===== config.mk =====
export PLATFORM = sky130hd
export DESIGN_NAME = alu_pipe
export DESIGN_NICKNAME = d
export VERILOG_FILES = /design/src/rtl/alu_pipe.sv
export SDC_FILE = /design/constraint.sdc
export NUM_CORES = 1
export LEC_CHECK = 0
export BUFFER_PORTS_ARGS = -buffer_cell sky130_fd_sc_hd__clkbuf_2
export CAP_MARGIN = 40
export CELL_PAD_IN_SITES_DETAIL_PLACEMENT = 1
export CELL_PAD_IN_SITES_GLOBAL_PLACEMENT = 2
export CORE_UTILIZATION = 37
export CTS_BUF_LIST = sky130_fd_sc_hd__clkbuf_16
export DETAILED_ROUTE_END_ITERATION = 8
export PLACE_DENSITY_LB_ADDON = 0.1
export SLEW_MARGIN = 20
export SYNTH_ARGS = -nofsm -noshare
export SYNTH_HDL_FRONTEND = slang
export SYNTH_SLANG_ARGS = --single-unit

===== constraint.sdc =====
create_clock -name clk -period 4.45 [get_ports clk]
set_input_delay 0.445 -clock clk [delete_from_list [all_inputs] [get_ports clk]]
set_output_delay 0.445 -clock clk [all_outputs]
set_load 0.02 [all_outputs]

===== src/rtl/alu_pipe.sv =====
// alu_pipe: two-stage valid/ready ALU (ADD/SUB/AND/OR/XOR/MEAN/MIN/RELU) with NZCV flags, tag passthrough, sticky {C,V}
module alu_pipe #(
  parameter int WIDTH = 32,
  parameter int TAG_W = 4
) (
  input  logic             clk,
  input  logic             rst_n,
  input  logic             in_valid,
  output logic             in_ready,
  input  logic [WIDTH-1:0] in_a,
  input  logic [WIDTH-1:0] in_b,
  input  logic [2:0]       in_op,
  input  logic [TAG_W-1:0] in_tag,
  output logic             out_valid,
  input  logic             out_ready,
  output logic [WIDTH-1:0] out_result,
  output logic [3:0]       out_flags,
  output logic [TAG_W-1:0] out_tag,
  output logic [1:0]       sticky_cv,
  input  logic             sticky_clr
);
  logic             r_s1_valid, r_s2_valid;
  logic [WIDTH-1:0] r_a, r_b, r_res;
  logic [2:0]       r_op;
  logic [TAG_W-1:0] r_tag1, r_tag2;
  logic [3:0]       r_flags;
  logic [1:0]       r_sticky;
  logic             w_s1_ready, w_s2_ready, w_c, w_v;
  logic [WIDTH:0]   w_sum, w_dif;
  logic [WIDTH-1:0] w_res;
  logic [3:0]       w_flags;
  assign w_s2_ready = !r_s2_valid || out_ready;
  assign w_s1_ready = !r_s1_valid || w_s2_ready;
  assign in_ready   = w_s1_ready;
  assign out_valid  = r_s2_valid;
  assign out_result = r_res;
  assign out_flags  = r_flags;
  assign out_tag    = r_tag2;
  assign sticky_cv  = r_sticky;
  assign w_sum = {1'b0, r_a} + {1'b0, r_b};
  assign w_dif = {1'b0, r_a} + {1'b0, ~r_b} + (WIDTH+1)'(1);
  always_comb begin
    w_res = r_a;
    w_c   = 1'b0;
    w_v   = 1'b0;
    case (r_op)
      3'd0: begin
        w_res = w_sum[WIDTH-1:0];
        w_c   = w_sum[WIDTH];
        w_v   = (r_a[WIDTH-1] == r_b[WIDTH-1]) && (w_sum[WIDTH-1] != r_a[WIDTH-1]);
      end
      3'd1: begin
        w_res = w_dif[WIDTH-1:0];
        w_c   = w_dif[WIDTH];
        w_v   = (r_a[WIDTH-1] != r_b[WIDTH-1]) && (w_dif[WIDTH-1] != r_a[WIDTH-1]);
      end
      3'd2: w_res = r_a & r_b;
      3'd3: w_res = r_a | r_b;
      3'd4: w_res = r_a ^ r_b;
      3'd5: w_res = w_sum[WIDTH:1];
      3'd6: w_res = ($signed(r_a) < $signed(r_b)) ? r_a : r_b;
      default: w_res = r_a[WIDTH-1] ? '0 : r_a;
    endcase
  end
  assign w_flags = {w_res[WIDTH-1], w_res == '0, w_c, w_v};
  always_ff @(posedge clk or negedge rst_n) begin
    if (!rst_n) begin
      r_s1_valid <= 1'b0;
      r_a        <= '0;
      r_b        <= '0;
      r_op       <= '0;
      r_tag1     <= '0;
      r_s2_valid <= 1'b0;
      r_res      <= '0;
      r_flags    <= '0;
      r_tag2     <= '0;
      r_sticky   <= '0;
    end else begin
      if (w_s1_ready) begin
        r_s1_valid <= in_valid;
        if (in_valid) begin
          r_a    <= in_a;
          r_b    <= in_b;
          r_op   <= in_op;
          r_tag1 <= in_tag;
        end
      end
      // result registers only move when S2 can hand over, keeping out_* stable under stall
      if (w_s2_ready) begin
        r_s2_valid <= r_s1_valid;
        if (r_s1_valid) begin
          r_res   <= w_res;
          r_flags <= w_flags;
          r_tag2  <= r_tag1;
        end
      end
      if (sticky_clr) r_sticky <= '0;
      else if (r_s2_valid && out_ready) r_sticky <= r_sticky | r_flags[1:0];
    end
  end
endmodule


==> flow_summary.toml <==
[worst_setup_path]
critical_path_arrival_ps = 4650
reg2reg_slack_ps = 190
start_kind = "flop"
cp-end-kind = "flop"
crit_path_start = "r_a[21]"
worstRegToRegCells = 16
r2r_start = "r_a[21]"
criticalPathCategory = "flop to flop"
cp_max_fo = 12
critical_path.endpoint = "out_flags[2]"
rr_endpoint = "out_flags[2]"
worst_ep_required_time_ps = 4840

[finish]
nets = 1637
n_antenna_cell = 0
final_cell_mix = "buf_4 (142), a21oi_1 (120), clkbuf_2 (118), dfrtp_1 (113), ha_1 (100)"
synthToLayoutAreaGrowth_pct = 23.9
drive_gt1_frac = 0.302
final_common_cell = "buf_4"

[global_routing]
grt_overflow_total = 0
grt_pass1_wl_um = 66200
grt_max_degree = 53
gr-usage-all-layers = 0.303
grt_pass1_vias = 10789
antenna_found_initial = 0

[sta]
tightest_slew_ps = 714
setup_viol = 0
finClkSkew_ps = 13.2
hold_violations = 0
period_share = 0.957
maxSlewViolCount = 0
fmax_mhz = 235
min_period_ps = 4260
hold_slack_ps = 164
maxSlewHeadroom = 0.523

[outcome]
status = "finished clean"

[synth]
yosys.cell_types.count = 87
ys_warn_count = 0
ys_ff_latch = 114
synth_nets = 1431
yosysSeqAreaShare = 0.266
postSynthCellCount = 1250
async_flop_share = 1.00
syn_area_per_cell_um2 = 8.57
syn_area_mm2 = 0.0107
synth-edff-count = 0
synth_ff_type = "dfrtp_1"

[die]
core_area_mm2 = 0.0282
pin_count = 120
die_area_mm2 = 0.0296
initial_core_util = 0.380
die_h_um = 172
rows = 61
die_w_um = 172

[worst_hold_path]
min_path_type = "primary input to flop"

[place]
hpwlAfterDp_um = 34200
place_congestion = 0.941
numPortBuffers = 119

[power]
leakage_uw = 0.00603
totalPowerFinal_uw = 7250
p_per_area_mw_per_mm2 = 547
ir_worst_vdd_mv = 0.271

[routing]
vias = 10615
ant_nets = 0
avgViaCountPerCell = 5.75
drtPass1Iterations = 5
drc = 0
wire_per_inst_um = 23.4
dr_wl_met2_um = 19900
met3_length_um = 1830
drt_iter0_drc = 735
highest_layer = "met4"
wl_met1_um = 20500
wirelength_um = 43300

[clocking]
cts_tree = "done"
numCtsBuffers = 17
clock-sinks = 114
clkTransAtPathRegs_ps = 60
clk_latency_ps = 460
root_buffer = "clkbuf_16"
clock_path_buffers = 2
h-tree-depth = 4

[flow_run]
cap_violations = 0
[cells in the mapped netlist, types with 26 or more instances]
library cell | number | area share
xnor2_1 | 56 | 0.046
dfrtp_1 | 114 | 0.27
a22oi_1 | 32 | 0.022
inv_1 | 93 | 0.033
ha_1 | 103 | 0.12
o22ai_1 | 26 | 0.015
nor2_1 | 79 | 0.028
a21oi_1 | 121 | 0.057
clkbuf_1 | 42 | 0.015
mux2_2 | 94 | 0.099
o21ai_0 | 67 | 0.031
nand2_1 | 88 | 0.031
[worst min path at each step]
stage	start	to	slack [ps]	cells after the start
global placement	rst_n	out_result[24]	430	1
global route	sticky_clr	sticky_cv[1]	170	2
detailed placement	rst_n	out_result[22]	430	1
floorplan	rst_n	out_flags[0]	150	0
finish	sticky_clr	sticky_cv[0]	160	2
CTS	sticky_clr	sticky_cv[0]	150	2
[worst max-delay path: stages (launching register included)]
cell,delay (ps)
dfrtp_1,440
inv_1,90
ha_1,480
nor2b_1,140
o21ai_1,210
a21oi_1,150
nor4_4,420
nand2b_1,260
and2_4,300
buf_4,160
buf_4,140
nor2_1,40
a21oi_1,270
o21ai_0,250
or4_1,470
nor4_2,160
a32o_1,190
[final cells by class]
cell class	count	area [um2]
fillers	3406	14900
clock buffers	17	425
repair buffers	263	1700
well taps	378	473
inverters	99	372
clock inverters	15	158
flip-flops and latches	114	2850
multi-input cells	961	7280
[flip-flops by register name, summed over array words and instances (netlist names)]
signal and cells:
r_b 32, out_valid 1, out_tag 4, out_flags 3, out_result 32, r_op 3
r_a 32, r_tag1 4, sticky_cv 2, r_s1_valid 1
[kinds of logic (layout without fill, tap and decap cells)]
family          Yosys count  in the layout  synth area share
compound gates          416            416             0.260
simple gates            277            277             0.125
buf+inv                 175            394            0.0679
flops                   114            114             0.266
fa+ha+maj               105            105             0.124
mux                     105            105             0.109
xor+xnor                 58             58            0.0474
[power breakdown]
| group | switching [uW] | internal (uW) | total, uW | leakage, uW |
|---|---|---|---|---|
| sequential | 221 | 1280 | 1510 | 0.00136 |
| clock | 581 | 827 | 1410 | 0.000273 |
| combinational | 2590 | 1750 | 4340 | 0.00439 |
[metal layers]
| layer | track usage | up-vias |
|---|---|---|
| met5 | 0 | - |
| met2 | 0.492 | 259 |
| met4 | 0.0877 | 0 |
| met1 | 0.408 | 5324 |
| met3 | 0.0533 | 66 |
| li1 | - | 4966 |
[timing repair]
action | 4_1_cts | 5_1_grt
setup endpoints to repair | 1 | 1
setup buffers | 1 | 2
endpoints found under the hold margin | 33 | 0
hold buffers | 1 | 0
resized for setup | 5 | 19
pin swaps | 1 | 2
[through the flow]
stage	setup slack (ps)	util	cell area [um2]	cells	setup TNS, ps
floorplan	591	-	10700	1250	0
global placement	-195	0.443	12500	1809	-195
detailed placement	-188	0.445	12500	1811	-188
CTS	40.1	0.467	13200	1845	0
global route	-28.1	0.471	13300	1847	-28.1
finish	191	0.471	13300	1847	0
Power figures use the tool's default switching activity.
